## src/rtl/pc_sequencer.sv

```systemverilog
// rtl/pc_sequencer.sv - program-counter sequencer and run controller for the single-cycle core
module pc_sequencer #(
  parameter int PCW        = 10,
  parameter int OFFW       = 6,
  parameter int START_ADDR = 0,
  parameter int CNTW       = 16
) (
  input  logic            Clk,
  input  logic            Reset,
  input  logic            Start,
  input  logic            Branch,
  input  logic            absj,
  input  logic            Taken,
  input  logic [PCW-1:0]  Target,
  input  logic [OFFW-1:0] Offset,
  input  logic            Halt,
  input  logic            Stall,
  output logic [PCW-1:0]  ProgCtr,
  output logic            Busy,
  output logic            Done,
  output logic [CNTW-1:0] CycleCount
);

  typedef enum logic [1:0] {IDLE, RUN, HALT} state_t;

  state_t          state;
  logic [PCW-1:0]  seq_pc;
  logic [PCW-1:0]  rel_pc;
  logic [PCW-1:0]  off_ext;
  logic [CNTW-1:0] cnt_next;

  // Candidate next PCs and the saturating counter step; additions wrap modulo 2**PCW
  always_comb begin
    off_ext  = {{(PCW-OFFW){Offset[OFFW-1]}}, Offset};
    seq_pc   = ProgCtr + PCW'(1);
    rel_pc   = ProgCtr + off_ext;
    cnt_next = (CycleCount == {CNTW{1'b1}}) ? CycleCount : CycleCount + CNTW'(1);
  end

  // Run-control FSM; Stall beats Halt beats Branch beats sequential fetch
  always_ff @(posedge Clk) begin
    if (Reset) begin
      state      <= IDLE;
      ProgCtr    <= '0;
      Busy       <= 1'b0;
      Done       <= 1'b0;
      CycleCount <= '0;
    end else begin
      case (state)
        IDLE: begin
          if (Start) begin
            state      <= RUN;
            ProgCtr    <= PCW'(START_ADDR);
            Busy       <= 1'b1;
            CycleCount <= '0;
          end
        end
        RUN: begin
          CycleCount <= cnt_next;
          if (Stall) begin
            ProgCtr <= ProgCtr;
          end else if (Halt) begin
            state <= HALT;
            Busy  <= 1'b0;
            Done  <= 1'b1;
          end else if (Branch && Taken) begin
            ProgCtr <= absj ? Target : rel_pc;
          end else begin
            ProgCtr <= seq_pc;
          end
        end
        HALT: begin
          // PC and counter stay frozen so the last run can be read back
          if (!Start) begin
            state <= IDLE;
            Done  <= 1'b0;
          end
        end
        default: begin
          state <= IDLE;
          Busy  <= 1'b0;
          Done  <= 1'b0;
        end
      endcase
    end
  end

endmodule

```

## config.mk

```make
export PLATFORM = sky130hd
export DESIGN_NAME = pc_sequencer
export DESIGN_NICKNAME = d
export VERILOG_FILES = /design/src/rtl/pc_sequencer.sv
export SDC_FILE = /design/constraint.sdc
export NUM_CORES = 1
export LEC_CHECK = 0
export ABC_AREA = 1
export CORE_UTILIZATION = 46
export CTS_CLUSTER_SIZE = 14
export DETAILED_ROUTE_END_ITERATION = 10
export GPL_TIMING_DRIVEN = 0
export PLACE_DENSITY = 0.8
export SLEW_MARGIN = 20
export SYNTH_ARGS = -nofsm -noshare
export SYNTH_HDL_FRONTEND = slang
export SYNTH_SLANG_ARGS = --single-unit
```

## constraint.sdc

```tcl
create_clock -name Clk -period 1.8 [get_ports Clk]
set_clock_uncertainty 0.05 [all_clocks]
set_input_delay 0.36 -clock Clk [delete_from_list [all_inputs] [get_ports Clk]]
set_output_delay 0.36 -clock Clk [all_outputs]
set_load 0.005 [all_outputs]
```

==> impl_metrics.py <==
metrics = {
    "pwr": {
        "comb_power_share_pct": 23.5,
        "net-switching-power_uw": 529.1,
        "power_report.internal_total_uw": 1288,
        "switching_fraction_of_total_power_pct": 29.12,
        "power.share.sequential_pct": 38.7,
        "power_density_mw_per_mm2": 533.8,
        "clockPowerShare_pct": 37.9,
        "p_leak_uw": 0.001408,
        "total_power_uw": 1817,
        "irDropWorstVdd_mv": 0.5315,
    },
    "logic_synthesis": {
        "yosys_most_used_dff": "sky130_fd_sc_hd__dfxtp_1",
        "yosys-top-cells-count": "sky130_fd_sc_hd__nand2_1, sky130_fd_sc_hd__inv_1, sky130_fd_sc_hd__a21oi_1",
        "synth-async-reset-ratio_pct": 0,
        "yosysWarnings": 0,
        "post_synth_main_area_contributors": "sky130_fd_sc_hd__dfxtp_1, sky130_fd_sc_hd__nand2_1, sky130_fd_sc_hd__a21oi_1",
        "synth_enable_flop_cells": 0,
        "syn_inst": 380,
        "synthesis.area_mm2": 0.002374,
        "syn-mean-instance-area_um2": 6.246,
        "synth.net_count": 416,
        "synth_largest_type_area_fraction_pct": 25.30,
        "portion_of_the_post_synthesis_area_used_by_sequential_elements_pct": 25.30,
        "postSynthRegisterBits": 30,
        "post_synth_num_cell_types": 37,
        "synth_area_leader_cell": "sky130_fd_sc_hd__dfxtp_1",
        "yosysMostFrequentCell": "sky130_fd_sc_hd__nand2_1",
    },
    "clock_tree": {
        "clock_tree_from_tritoncts": "done",
        "h-tree-depth": 2,
        "clkSlewWorstSetupHoldPaths_ns": 0.07,
        "cts-buffers-inserted": 5,
        "post_cts_hold_buffer_count": 0,
        "cts_sink_count": 30,
        "clockRootBuffer": "sky130_fd_sc_hd__clkbuf_8",
        "insertion_delay_ns": 0.29,
        "clock_tree.buffer_depth": 2,
    },
    "detailed_routing": {
        "detailedRoute.firstIterationViolations": 241,
        "via_count": 2933,
        "routed_wire_length_per_instance_um": 14.45,
        "detail_route.vias_per_cell": 5.619,
        "drt.antenna.violating_nets": 0,
        "drc_errors": 0,
        "first_pass_iters": 6,
        "detail_route.wirelength_um": 7545,
    },
    "placed_design": {
        "port_buffers": 50,
        "post-place-cells": 497,
        "gp_congestion": 0.8480,
        "dpl_cell_area_mm2": 0.002963,
        "hpwl_um": 4994,
    },
    "setup_path": {
        "cp_data_required_time_ns": 1.91,
        "ff2ff_path_depth": 12,
        "start_kind": "flip-flop",
        "critical_path_peak_fanout": 6,
        "setup.worst_path.end_class": "flip-flop",
        "crit_arrival_ns": 1.94,
        "path_class": "reg2reg",
    },
    "floorplan": {
        "io_pins": 52,
        "fp.dieW_um": 73.83,
        "fp-row-count": 25,
        "core-area_mm2": 0.004848,
        "die_h_um": 73.83,
        "starting_utilization_of_the_core_area_pct": 48.95,
        "design.die.area_mm2": 0.005451,
    },
    "grt": {
        "grt_pass1_vias": 2616,
        "groute.usage.overall_pct": 26.70,
        "pin_count_of_the_biggest_net_entering_global_routing": 11,
        "global_route_wire_length_before_repair_um": 11210,
        "antenna_violations_before_repair": 0,
        "globalRouteOverflowTotal": 0,
    },
    "layout": {
        "layout.filler_cells": 389,
        "syn_to_final_growth_pct": 43.38,
        "multi_input_comb_area_mm2": 0.001723,
        "utilization_after_layout_pct": 70.19,
        "finalNetCount": 490,
        "final_cell_area_mm2": 0.003403,
        "n_antenna_cell": 0,
        "ff_latch_area_um2": 623.1,
        "finalNonFillerCells": 522,
        "final_layout_size_suffix_gt1_share_pct": 21.54,
    },
    "timing": {
        "maxClockFrequency_mhz": 547.5,
        "rsz_0062_raised_after_global_routing": "true",
        "worst_slack_ns": -0.02657,
        "timing_worst_slew_pin_value_ns": 0.6831,
        "fin_setup_tns_ns": -0.04158,
        "timing_hold_violations_final": 0,
        "timing.final.crit_share_pct": 101.5,
        "setup_viol_count_final": 2,
        "period_minus_slack_ns": 1.827,
        "finalMaxSlewViolations": 0,
        "slew_headroom_pct": 54.46,
    },
    "status": {
        "status": "complete, but fails checks",
        "failing_checks": "setup timing",
    },
    "hold_path": {
        "worst_hold_path.num_cells": 2,
        "worst_hold_path_type": "in2reg",
    },
    "job": {
        "max-cap-violations": 0,
    },
}
==> through the flow <==
stage | setup WS, ns | hold slack (ns)
after floorplan | -0.008508 | 0.4105
after global placement | -0.6045 | 0.4142
after detailed placement | -0.6439 | 0.4133
after CTS | 0.003081 | 0.4168
after global routing | -0.1187 | 0.4552
final | -0.02657 | 0.4181
==> critical path: stages (launching register included) <==
cell,delay (ns)
sky130_fd_sc_hd__dfxtp_2,0.35
sky130_fd_sc_hd__ha_4,0.15
sky130_fd_sc_hd__nand2_4,0.06
sky130_fd_sc_hd__nor3_4,0.25
sky130_fd_sc_hd__nand2_4,0.09
sky130_fd_sc_hd__nor2_4,0.12
sky130_fd_sc_hd__nand2_2,0.07
sky130_fd_sc_hd__nand2_2,0.09
sky130_fd_sc_hd__buf_6,0.13
sky130_fd_sc_hd__buf_6,0.12
sky130_fd_sc_hd__nor2_2,0.03
sky130_fd_sc_hd__a21oi_1,0.12
sky130_fd_sc_hd__nor2_1,0.05
==> per-layer routing <==
metal	GRT usage [%]	wire, um	up-vias
met5	0	0	-
met3	4.664	532	28
met2	45.36	3671	152
met1	33.28	3167	1347
met4	10.68	174	0
li1	-	-	1406
==> power by group through the flow <==
stage          combinational (uW)  sequential (uW)  clock, uW
4_1_cts                       382              698        687
2_1_floorplan                 212              714          0
6_report                      427              702        688
3_5_place_dp                  349              718          0
5_1_grt                       461              704        703
3_3_place_gp                  345              718          0
==> cell usage in the layout, fill, tap and decap left out, drive strengths merged, types with 2 or more instances in the layout <==
cell,instances
xor2,3
nor2,40
nand4,9
a21oi,45
buf,20
nor3,6
nand3b,2
ha,11
dlymetal6s2s,4
xnor2,4
nand2,105
inv,47
dfxtp,30
clkdlybuf4s50,44
a31oi,3
or2,4
clkbuf,13
o21bai,2
nand3,39
o21ai,14
==> final cells by class <==
type,count,area share [%]
Inverter,47,5.184
Sequential cell,30,18.31
Timing Repair Buffer,67,18.68
Tap cell,67,2.463
Buffer,8,1.618
Multi-Input combinational cell,295,50.62
Clock buffer,7,2.243
Clock inverter,1,0.8824
==> logic make-up (layout without fill, tap and decap cells) <==
family | count (synthesis) | count (layout) | synth area share (%)
xor+xnor | 7 | 7 | 2.583
compound gates | 68 | 68 | 15.76
flops | 30 | 30 | 25.30
fa+ha+maj | 12 | 12 | 6.642
simple gates | 208 | 208 | 40.01
buf+inv | 55 | 130 | 9.699
==> worst paths after layout <==
check                                    from        endpoint  slack (ns)
worst min register to register           Done            Done        0.42
worst min-delay path                    Reset   CycleCount[0]        0.42
worst max register to register  CycleCount[1]  CycleCount[13]       -0.03
worst max-delay path            CycleCount[1]  CycleCount[13]       -0.03
==> timing repair <==
action,CTS,global route
resized for setup,21,45
pin swaps,8,17
buffers inserted,8,9
setup endpoints to repair,24,26
==> registers in the layout, indices dropped and copies added, names as in the netlist <==
register    cells
Busy            1
state           2
ProgCtr        10
CycleCount     16
Done            1
Note: power is estimated with default switching activity, not from simulation.
